===== src/rtl/f_pc_ctrl_if.sv =====
// Fetch-control bus between hazard unit / D-stage resolver / fetch unit and f_pc_ctrl.
// The slave modport is the sequencer's view; the master modport is the surrounding pipeline.
interface f_pc_ctrl_if #(
  parameter int CNT_W = 32
);
  logic [31:0]      pc;
  logic             stall_req;
  logic             br_valid;
  logic [31:0]      br_target;
  logic [31:0]      npc;
  logic             pc_wr_en;
  logic             pend_valid;
  logic [CNT_W-1:0] fetch_cnt;
  logic [CNT_W-1:0] stall_cnt;
  logic             adel;

  modport master (
    output pc, stall_req, br_valid, br_target,
    input  npc, pc_wr_en, pend_valid, fetch_cnt, stall_cnt, adel
  );

  modport slave (
    input  pc, stall_req, br_valid, br_target,
    output npc, pc_wr_en, pend_valid, fetch_cnt, stall_cnt, adel
  );
endinterface


===== src/rtl/f_pc_ctrl.sv =====
// Fetch-stage PC sequencer: sequential fetch, redirects, stalls and a one-entry pending-redirect buffer.
// Optional redirect-target check enabled by defining F_PCCTRL_ALIGN_CHK_EN.
module f_pc_ctrl #(
  parameter logic [31:0] RESET_PC = 32'h0000_3000,
  parameter int          IM_WORDS = 4096,
  parameter logic [31:0] EXC_PC   = 32'h0000_4180,
  parameter int          CNT_W    = 32
) (
  input  logic       clk,
  input  logic       reset,
  f_pc_ctrl_if.slave bus
);

  // One past the last valid instruction address; 33 bits so the window top cannot wrap.
  localparam logic [32:0] IM_LIMIT = {1'b0, RESET_PC} + 33'(4 * IM_WORDS);

  typedef enum logic {
    RUN  = 1'b0,
    HOLD = 1'b1
  } state_t;

  state_t           state_p0, state_nxt;
  logic [31:0]      pend_target_p0;
  logic [CNT_W-1:0] fetch_cnt_p0, stall_cnt_p0;
  logic             adel_p0, adel_nxt;
  logic [31:0]      sel, npc_c;
  logic             wr_en, pend_load, redirect;

`ifdef F_PCCTRL_ALIGN_CHK_EN
  function automatic logic bad_target(input logic [31:0] t);
    return (t[1:0] != 2'b00) || (t < RESET_PC) || ({1'b0, t} >= IM_LIMIT);
  endfunction
`else
  logic unused_cfg;
  assign unused_cfg = ^{EXC_PC, IM_LIMIT};
`endif

  always_comb begin
    state_nxt = state_p0;
    pend_load = 1'b0;
    adel_nxt  = 1'b0;
    wr_en     = !bus.stall_req && !reset;
    redirect  = bus.br_valid || (state_p0 == HOLD);
    sel       = bus.pc + 32'd4;
    if (bus.br_valid)
      sel = bus.br_target;
    else if (state_p0 == HOLD)
      sel = pend_target_p0;

    case (state_p0)
      RUN: begin
        if (bus.stall_req && bus.br_valid) begin
          pend_load = 1'b1;
          state_nxt = HOLD;
        end
      end
      HOLD: begin
        if (bus.stall_req)
          pend_load = bus.br_valid;
        else
          state_nxt = RUN;
      end
      default: state_nxt = RUN;
    endcase

    npc_c = reset ? RESET_PC : sel;
`ifdef F_PCCTRL_ALIGN_CHK_EN
    // Only a redirect that is actually written is trapped; a buffered one is checked on release.
    if (wr_en && redirect && bad_target(sel)) begin
      npc_c    = EXC_PC;
      adel_nxt = 1'b1;
    end
`endif
  end

  // p0: sequencer state, pending redirect, counters, registered bad-fetch flag
  always_ff @(posedge clk) begin
    if (reset) begin
      state_p0       <= RUN;
      pend_target_p0 <= 32'h0;
      fetch_cnt_p0   <= '0;
      stall_cnt_p0   <= '0;
      adel_p0        <= 1'b0;
    end else begin
      state_p0     <= state_nxt;
      if (pend_load)
        pend_target_p0 <= bus.br_target;
      fetch_cnt_p0 <= fetch_cnt_p0 + CNT_W'(wr_en);
      stall_cnt_p0 <= stall_cnt_p0 + CNT_W'(bus.stall_req);
      adel_p0      <= adel_nxt;
    end
  end

  logic unused_redirect;
  assign unused_redirect = redirect;

  assign bus.npc        = npc_c;
  assign bus.pc_wr_en   = wr_en;
  assign bus.pend_valid = (state_p0 == HOLD);
  assign bus.fetch_cnt  = fetch_cnt_p0;
  assign bus.stall_cnt  = stall_cnt_p0;
  assign bus.adel       = adel_p0;

endmodule


===== src/flat_wrapper.sv =====
// flat-port wrapper written by rule: the top's interface ports become plain ports
module f_pc_ctrl_flat 
#(
  parameter logic [31:0] RESET_PC = 32'h0000_3000,
  parameter int          IM_WORDS = 4096,
  parameter logic [31:0] EXC_PC   = 32'h0000_4180,
  parameter int          CNT_W    = 32
)
  (clk, reset, bus_pc, bus_stall_req, bus_br_valid, bus_br_target, bus_npc, bus_pc_wr_en, bus_pend_valid, bus_fetch_cnt, bus_stall_cnt, bus_adel);
  f_pc_ctrl_if #(.CNT_W(CNT_W)) bus_i ();
  input  logic clk;
  input  logic reset;
  input wire logic [$bits(bus_i.pc)-1:0] bus_pc;
  input wire logic [$bits(bus_i.stall_req)-1:0] bus_stall_req;
  input wire logic [$bits(bus_i.br_valid)-1:0] bus_br_valid;
  input wire logic [$bits(bus_i.br_target)-1:0] bus_br_target;
  output wire logic [$bits(bus_i.npc)-1:0] bus_npc;
  output wire logic [$bits(bus_i.pc_wr_en)-1:0] bus_pc_wr_en;
  output wire logic [$bits(bus_i.pend_valid)-1:0] bus_pend_valid;
  output wire logic [$bits(bus_i.fetch_cnt)-1:0] bus_fetch_cnt;
  output wire logic [$bits(bus_i.stall_cnt)-1:0] bus_stall_cnt;
  output wire logic [$bits(bus_i.adel)-1:0] bus_adel;
  assign bus_i.pc = bus_pc;
  assign bus_i.stall_req = bus_stall_req;
  assign bus_i.br_valid = bus_br_valid;
  assign bus_i.br_target = bus_br_target;
  assign bus_npc = bus_i.npc;
  assign bus_pc_wr_en = bus_i.pc_wr_en;
  assign bus_pend_valid = bus_i.pend_valid;
  assign bus_fetch_cnt = bus_i.fetch_cnt;
  assign bus_stall_cnt = bus_i.stall_cnt;
  assign bus_adel = bus_i.adel;
  f_pc_ctrl #(.RESET_PC(RESET_PC), .IM_WORDS(IM_WORDS), .EXC_PC(EXC_PC), .CNT_W(CNT_W)) u_core (.clk(clk), .reset(reset), .bus(bus_i));
endmodule

===== config.mk =====
export PLATFORM = sky130hd
export DESIGN_NAME = f_pc_ctrl_flat
export DESIGN_NICKNAME = d
export VERILOG_FILES = /design/src/rtl/f_pc_ctrl_if.sv /design/src/rtl/f_pc_ctrl.sv /design/src/flat_wrapper.sv
export SDC_FILE = /design/constraint.sdc
export NUM_CORES = 1
export LEC_CHECK = 0
export ABC_AREA = 1
export BUFFER_PORTS_ARGS = -buffer_cell sky130_fd_sc_hd__buf_4
export CAP_MARGIN = 30
export CORE_ASPECT_RATIO = 2
export CORE_MARGIN = 4
export CORE_UTILIZATION = 35
export DETAILED_ROUTE_END_ITERATION = 10
export PLACE_DENSITY = 0.71
export SLEW_MARGIN = 20
export SYNTH_ARGS = -nofsm -noshare
export SYNTH_HDL_FRONTEND = slang
export SYNTH_SLANG_ARGS = --single-unit

===== constraint.sdc =====
create_clock -name clk -period 1.9 [get_ports clk]
set_clock_uncertainty 0.05 [all_clocks]
set_input_delay 0.38 -clock clk [delete_from_list [all_inputs] [get_ports clk]]
set_output_delay 0.38 -clock clk [all_outputs]
set_load 0.005 [all_outputs]

==> key figures, run 1 <==
Floorplan
  – Die H: 195 um
  – Die area: 0.0199 mm^2
  – Initial Util: between 30% and 40%
  – Core box area: 0.0173 mm^2
  – Die span in x: 102 um
  – I/O pins: 167
  – Row cnt: 68

Logic synthesis
  – Mapped Nets: 1082
  – Post-synth cell types: 38
  – Largest family of logic cells by synthesized area: simple AND/OR/NAND/NOR gates
  – Post-synthesis adder-cell area fraction: 1.02%
  – Asr flop ratio synth: 0%
  – Post-Synth XOR/XNOR Area: 1.57%
  – Mux cell area share after synthesis: 0%
  – Cells after Synth: 1009
  – Main synth FF type: dfxtp_1
  – Area leader, netlist: dfxtp_1
  – Mapped Avg Cell Area: 6.09 um^2
  – Seq cells post-synth: 97
  – Simple-gate share of the synthesized area: 40.2%
  – Synth Area in Compound Gates: 17.0%
  – Number of synthesized flops with an enable pin: 0
  – Cell Area, Synth: between 0.006 and 0.007 mm^2
  – Top-count cell post-synth: nand2_1
  – Yosys warnings: 0
  – Commonest cells post-synth: nand2_1, nor2_1, a21oi_1, dfxtp_1, inv_1
  – Largest cells by area after synthesis: dfxtp_1, nand2_1, nor2_1, a21oi_1, o21ai_0
  – Seq/Total Area, Yosys: about a third
  – Post-synth top area share: about a third

Global route
  – First-pass GRT wire length: 35000 um
  – Largest net degree at the start of global routing: 45
  – Total GRT Usage: 22.4%
  – GRT Residual Overflow: 0
  – Initial antenna violation count: 0
  – Number of global-route vias before repair: 7324

STA
  – Final Setup Violations: 22
  – Max Transition Viols Final: 0
  – Period utilization: 112%
  – Total Neg Setup Slack: -3.61 ns
  – Post-route setup slack: -0.236 ns
  – Max_slew headroom: 63.0%
  – WHS: ~0.24 ns
  – Max Freq: 468 MHz
  – RSZ-0062 raised after global routing: yes
  – Least-Margin Pin Slew: 0.556 ns
  – Hold Fails Final Rpt: 0
  – Tmin final: 2.14 ns

Placement
  – RePlAce Congestion: slightly below 0.9
  – Placed cell count: 1436
  – Port bufs: approximately 170
  – Hpwl dp: 17500 um

Worst setup path
  – Crit. Startpoint: bus_pc[2]
  – Reg2reg path depth: 11
  – Internal reg-to-reg setup slack: about 0.15 ns
  – Crit path launch type: primary input
  – Critical Setup Path Class: primary input to primary output
  – Critical path endpoint category: primary output
  – Worst path arrival time: 1.71 ns
  – R2R Path Start: u_core.bus.fetch_cnt[0]
  – RR Endpoint: u_core.bus.fetch_cnt[24]
  – CP required: 1.47 ns
  – CP endpoint: bus_npc[22]
  – Worst-path fanout max: 6

Clock tree
  – H-tree lvl count: 3
  – Longest Clk Path Bufs: 2
  – Worst-Skew Late Latency: 0.35 ns
  – TritonCTS Buffers: 9
  – Clk pin slew, worst setup/hold paths: 0.07 ns
  – Root Driver: clkbuf_16
  – CTS tree: done
  – Clock Sinks: 97
  – Cts hold-fix bufs: 0

Layout
  – Antenna diode count: 0
  – Final core occ: between 50 and 60%
  – Final Non-Filler Cells: between 1000 and 1500
  – Layout cells sized above 1: a little under a third
  – Nets: about 1300
  – Area growth syn-to-layout: 45.0%

Outcome
  – Status: finished with violations
  – Failing checks: negative setup slack

Detailed routing
  – Residual DRC: 0
  – Via Count: 7416
  – Via density: 5.09
  – Final wirelength: 22500 um
  – DR iter-0 viols: about 240
  – Initial DRT Pass Iterations: 5
  – Post-route ant nets: 0
  – Routed length per placed instance: 15.5 um

Power and ir drop
  – Design Power: just under 0.005 W
  – Pwr dens: between 500 and 600 mW/mm^2
  – VDD IR max: 379 uV
  – Leakage: approximately 3.7 nW

Run
  – Max-cap violations: 0

Hold path
  – Min-delay worst type: primary input to register
-- cells in the final DEF, fill, tap and decap left out, types with 9 or more instances in the layout --
master and n:
nor2_1 169, nand2_2 16, nand3_2 14, nand2_1 222, a21oi_2 18, nand4_1 10, nand3b_1 10, inv_1 87
nand3_1 42, a21oi_1 91, clkbuf_16 9, nor3_1 17, buf_4 245, dfxtp_1 95, nor2_4 21, nor2_2 13
o21ai_0 82, inv_2 14
-- sequential cells by signal, summed over array words and instances, names as in the netlist --
| name | cells |
|---|---|
| u_core.pend_target_p0 | 32 |
| u_core.bus.pend_valid | 1 |
| u_core.bus.stall_cnt | 32 |
| u_core.bus.fetch_cnt | 32 |
-- cells by family (layout without fill, tap and decap cells) --
logic type	after synthesis	in the layout
AND/OR/NAND/NOR	554	554
flip-flops	97	97
other	1	1
AO/OA/AOI/OAI	205	205
XOR/XNOR	11	11
adder cells (fa/ha/maj)	5	5
buffers and inverters	136	374
-- area by class of cell --
class                      count  area [um^2]
clock buffer                  13          260
fill                        1726         8360
multi-input combinational    776         3980
timing repair buffer         257         2030
sequential                    97         1940
tap                          210          263
inverter                     101          379
clock inverter                 3         46.3
-- what timing repair did --
item                       CTS  global route
cloned                       1             0
setup buffers                2             2
setup endpoints to repair   26            36
resized for setup           55            40
pin swaps                   25            26
-- per-layer routing --
layer  GRT usage (%)  up-vias  part of all wire (%)
met5               0        -                     0
met4            14.8        0                   5.8
met3            3.00       75                   5.0
met2            43.1      245                    57
met1            20.8     3375                    33
li1                -     3721                     -
-- through the flow --
stage	setup slack (ns)	cell area, um^2
2_1_floorplan	0.00318	6150
3_3_place_gp	-0.368	8210
3_5_place_dp	-0.365	8210
4_1_cts	-0.209	8770
5_1_grt	-0.304	8910
6_report	-0.236	8910
-- worst min-delay path by stage --
stage	slack [ns]	to	cells after the start	start
after floorplan	0.37	u_core.pend_target_p0[0]	2	u_core.pend_target_p0[0]
after detailed placement	0.39	u_core.pend_target_p0[1]	2	u_core.pend_target_p0[1]
after CTS	0.22	u_core.pend_target_p0[14]	3	bus_br_target[14]
after global routing	0.24	u_core.pend_target_p0[14]	3	bus_br_target[14]
final	0.24	u_core.pend_target_p0[21]	3	bus_br_target[21]
after global placement	0.39	u_core.pend_target_p0[1]	2	u_core.pend_target_p0[1]
-- power breakdown --
group	switching, W	total, W	internal (W)
combinational	0.000427	0.000822	0.000395
sequential	0.0000295	0.00212	0.00209
clock	0.000844	0.00195	0.00110
-- critical path, cell delays in order --
cell and delay [ns]:
buf_8 0.08, ha_4 0.15, nand2_4 0.05, nor2_4 0.25
nand2_4 0.15, nor2_4 0.18, nand2_1 0.06, nand2_1 0.08
nand3_2 0.07, a21oi_2 0.12, buf_4 0.12
Note: power is estimated with default switching activity, not from simulation.
==> run 2, diff against run 1 <==
CTS_CLUSTER_SIZE = 10   (was unset)
GPL_ROUTABILITY_DRIVEN = 0   (was unset)
SKIP_CTS_REPAIR_TIMING = 1   (was unset)
==> run 2 against run 1 <==
- the flow still finishes with violations (negative setup slack)
- clock power barely moved
- utilization rose by 1.3 points
- critical path type unchanged
- worst hold slack got worse by 0.0058 ns
- via count rose by 2.2%
- cell count rose by 0.27%
- design area rose by 2.4%
- flip-flop and latch count did not move
==> key figures, run 2 (same netlist as run 1, synthesis figures left out) <==
Detailed routing
  – Initial DRT Pass Iterations: 4
  – Via Count: 7582
  – Residual DRC: 0
  – Final wirelength: 23100 um
  – Routed length per placed instance: around 16 um
  – Via density: 5.19
  – DR iter-0 viols: 231
  – Post-route ant nets: 0

Placement
  – Hpwl dp: between 15000 and 20000 um
  – Cell Area, Placed: 0.00820 mm^2
  – Port bufs: roughly 170
  – Placed cell count: 1435

Floorplan
  – Die area: 0.0199 mm^2
  – Row cnt: 68
  – I/O pins: 167
  – Core box area: 0.0173 mm^2
  – Die span in x: 102 um
  – Die H: 195 um
  – Initial Util: 35.6%

Clock tree
  – Clk pin slew, worst setup/hold paths: 0.08 ns
  – Longest Clk Path Bufs: 2
  – Worst-Skew Late Latency: 0.36 ns
  – TritonCTS Buffers: 9
  – CTS tree: done
  – Root Driver: clkbuf_16
  – H-tree lvl count: 3
  – Clock Sinks: 97

Global route
  – Largest net degree at the start of global routing: 38
  – Initial antenna violation count: 0
  – Number of global-route vias before repair: 7402
  – Total GRT Usage: between 20 and 25%
  – First-pass GRT wire length: roughly 35000 um
  – GRT Residual Overflow: 0

Hold path
  – Worst Hold Path EP: u_core.pend_target_p0[15]
  – Worst hold path depth: 3
  – Min-delay worst type: primary input to register
  – Hold path start: bus_br_target[15]

Worst setup path
  – Crit path launch type: primary input
  – Internal reg-to-reg setup slack: 0.15 ns
  – RR Endpoint: u_core.bus.stall_cnt[8]
  – CP required: 1.47 ns
  – R2R Path Start: u_core.bus.stall_cnt[0]
  – Critical path endpoint category: primary output
  – Worst-path fanout max: 7
  – Critical Setup Path Class: primary input to primary output
  – Worst path arrival time: 1.71 ns
  – Reg2reg path depth: 10

STA
  – Hold Fails Final Rpt: 0
  – Tmin final: 2.14 ns
  – Total Neg Setup Slack: -3.61 ns
  – Max Transition Viols Final: 0
  – Final Setup Violations: 24
  – Post-route setup slack: -0.239 ns
  – WHS: 0.229 ns
  – Period utilization: 113%
  – RSZ-0062 raised after global routing: yes
  – Max Freq: 468 MHz

Layout
  – Antenna diode count: 0
  – Final instance area: a little over 0.009 mm^2
  – Layout cells sized above 1: 33.1%
  – Number of fillers in the final layout: 1707
  – Final Non-Filler Cells: 1461
  – Commonest cells after routing, fill and taps aside: buf_4, nand2_1, nor2_1
  – Area growth syn-to-layout: 48.6%
  – Most common cell after layout, fill and taps aside: buf_4
  – Nets: 1319

Power and ir drop
  – Leakage: 3.76 nW
  – VDD IR max: between 400 and 500 uV
  – Pwr dens: 545 mW/mm^2

Run
  – Max-cap violations: 0

Outcome
  – Failing checks: negative setup slack
  – Status: finished with violations
run 2: cell count changes in the layout (fill, tap and decap cells not counted), moves of 3 or more:
cell and delta:
buf_12 +3, o21ai_2 +4, nand3_1 -3, o21ai_0 -6
a21oi_2 +5, nand2_4 +5, a21oi_1 -5, buf_6 +6
nand2_1 -6, buf_4 -5
run 2: power breakdown:
| group | switching, W | leakage [nW] | total [W] | internal (W) |
|---|---|---|---|---|
| logic | 0.000450 | 2.82 | 0.000870 | 0.000420 |
| registers | 0.0000333 | 0.789 | 0.00212 | 0.00209 |
| clock network | 0.000934 | 0.154 | 0.00198 | 0.00105 |
run 2: worst max-delay path: stages:
cell	delay, ns
buf_8	0.08
buf_6	0.09
nand2_4	0.04
nor2_4	0.23
nand2_2	0.12
nor2_4	0.23
nand2_1	0.09
nand2_1	0.08
nand3_2	0.10
a21oi_2	0.15
buf_4	0.12
run 2: how the worst max path moves through the flow:
| stage | slack, ns | to | cells past startpoint | from |
|---|---|---|---|---|
| after floorplan | 0.003 | u_core.bus.fetch_cnt[14] | 12 | reset |
| after global placement | -0.37 | bus_npc[30] | 11 | bus_pc[2] |
| after detailed placement | -0.35 | bus_npc[30] | 11 | bus_pc[2] |
| after CTS | -0.35 | bus_npc[30] | 11 | bus_pc[2] |
| after global routing | -0.33 | bus_npc[23] | 11 | bus_pc[3] |
| final | -0.24 | bus_npc[23] | 11 | bus_pc[3] |
run 2: per-stage QoR:
stage / total power [W] / setup WS (ns) / utilization [%]
2_1_floorplan: 0.00248 / 0.00318 / -
3_3_place_gp: 0.00290 / -0.373 / 47.5
3_5_place_dp: 0.00291 / -0.348 / 47.5
4_1_cts: 0.00489 / -0.347 / 49.3
5_1_grt: 0.00516 / -0.326 / 52.8
6_report: 0.00497 / -0.239 / 52.8
run 2: cell type report:
class	count	area, um^2	share of cell area, %
multi-input cells	776	4090	44.8
inverters	101	385	4.22
clock buffers	9	225	2.47
flip-flops and latches	97	1950	21.3
repair buffers	261	2130	23.4
clock inverters	7	86.3	0.946
well taps	210	263	2.88
run 2: layer usage:
metal  global-route usage [%]  wire (um)
met4                     14.0       1460
met3                     3.04       1000
met5                        0          0
met2                     43.8      13200
met1                     20.6       7390
==> run 3, diff against run 2 <==
CORE_MARGIN = unset   (was 4)
==> run 3 against run 2 <==
- the run still ends with negative setup slack left
- worst hold slack worse by 0.0026 ns
- clock power is 9.6% higher
- die area is 8.8% lower
- routed wire length is 4.0% lower
- register-to-register slack worse by 0.05 ns
- critical endpoint is now bus_npc[10]
==> key figures, run 3 (same netlist as run 1, synthesis figures left out) <==
Detailed routing
  – DR iter-0 viols: about 190
  – Post-route ant nets: 0
  – Via Count: 7507
  – Residual DRC: 0
  – Initial DRT Pass Iterations: 5
  – Routed length per placed instance: 15.1 um
  – Final wirelength: 22100 um
  – Via density: 5.12

Worst setup path
  – Worst path arrival time: 1.68 ns
  – Critical Path Max Stage Delay: 0.24 ns
  – Crit path launch type: primary input
  – CP required: 1.47 ns
  – Critical Path, Cell by Cell: buf_8 > ha_4 > nand2_4 > nor2_4 > nand2_4 > buf_4 > xnor2_2 > nand2_2 > a21oi_2 > buf_4
  – Worst-path fanout max: 6
  – Worst path slowest cell: nor2_4
  – Critical path endpoint category: primary output
  – Critical Setup Path Class: primary input to primary output

Power and ir drop
  – Leakage: 3.75 nW
  – VDD IR max: ~400 uV
  – Pwr dens: 566 mW/mm^2

STA
  – Max_slew headroom: between 60% and 70%
  – Total Neg Setup Slack: -3.77 ns
  – Hold Fails Final Rpt: 0
  – RSZ-0062 raised after global routing: yes
  – Least-Margin Pin Slew: 0.546 ns
  – Period utilization: 111%
  – Tmin final: 2.11 ns
  – Max Freq: 475 MHz
  – Max Transition Viols Final: 0
  – Post-route setup slack: -0.206 ns
  – Final Setup Violations: 25

Layout
  – Final Non-Filler Cells: 1467
  – Antenna diode count: 0
  – Register area: 0.00194 mm^2
  – Commonest cells after routing, fill and taps aside: buf_4, nand2_1, nor2_1
  – Layout cells sized above 1: 32.1%
  – Number of fillers in the final layout: 1762
  – Area growth syn-to-layout: 47.1%
  – Multi-input logic area: 0.00396 mm^2
  – Most common cell after layout, fill and taps aside: buf_4
  – Nets: 1326

Clock tree
  – H-tree lvl count: 3
  – Worst-Skew Late Latency: 0.35 ns
  – Longest Clk Path Bufs: 2
  – Clk pin slew, worst setup/hold paths: 0.07 ns
  – TritonCTS Buffers: 9
  – Root Driver: clkbuf_16
  – CTS tree: done
  – Clock Sinks: 97

Outcome
  – Failing checks: negative setup slack
  – Status: finished with violations

Floorplan
  – Core box area: ~0.017 mm^2
  – Row cnt: between 60 and 70
  – Initial Util: 35.7%
  – Die H: 189 um
  – Die area: ~0.018 mm^2
  – Die span in x: between 90 and 100 um
  – I/O pins: 167

Hold path
  – Min-delay worst type: primary input to register

Run
  – Max-cap violations: 0

Global route
  – Initial antenna violation count: 0
  – GRT Residual Overflow: 0
  – Largest net degree at the start of global routing: 46
  – First-pass GRT wire length: between 30000 and 40000 um
  – Number of global-route vias before repair: 7167
  – Total GRT Usage: 24.2%

Placement
  – Placed cell count: approximately 1400
  – Port bufs: 165
  – Hpwl dp: 17000 um
==> run 3: final timing paths <==
check / to / cells after the start / start / slack, ns
max: bus_npc[10] / 10 / bus_pc[3] / -0.21
min: u_core.pend_target_p0[15] / 3 / bus_br_target[15] / 0.23
max reg2reg: u_core.bus.stall_cnt[30] / 12 / u_core.bus.stall_cnt[0] / 0.10
min reg2reg: u_core.pend_target_p0[1] / 2 / u_core.pend_target_p0[1] / 0.41
==> run 3: worst max-delay path, delay by kind of cell <==
family | cells | cell delay [ns]
compound gates | 1 | 0.14
simple gates | 4 | 0.53
xor+xnor | 1 | 0.12
buf+inv | 3 | 0.36
fa+ha+maj | 1 | 0.15
==> run 3: area by class of cell <==
cell class              instances  area share [%]
clock inverters                 6            1.27
clock buffers                   9            2.49
well taps                     210            2.91
multi-input cells             776            43.8
flip-flops and latches         97            21.5
repair buffers                268            23.8
inverters                     101            4.22
==> run 3: report_power, final <==
group          total [W]  switching (W)  internal, W
Clock            0.00217       0.000883      0.00129
Sequential       0.00212      0.0000301      0.00209
Combinational   0.000825       0.000424     0.000401
==> run 3: per-stage QoR <==
stage | setup slack, ns | power, W | cell area [um^2] | utilization (%) | hold WS [ns]
5_1_grt | -0.296 | 0.00530 | 9040 | 52.6 | 0.246
6_report | -0.206 | 0.00511 | 9040 | 52.6 | 0.227
4_1_cts | -0.338 | 0.00507 | 8630 | 50.2 | 0.223
3_5_place_dp | -0.338 | 0.00291 | 8290 | 48.2 | 0.394
3_3_place_gp | -0.333 | 0.00290 | 8290 | 48.2 | 0.385
2_1_floorplan | 0.00318 | 0.00248 | 6150 | - | 0.375
==> run 3: layer usage <==
layer	global-route usage (%)	share of wire, %	vias up
li1	-	-	3744
met1	22.1	33	3430
met2	46.6	56	249
met3	2.93	4.0	84
met4	17.4	6.9	0
met5	0	0	-
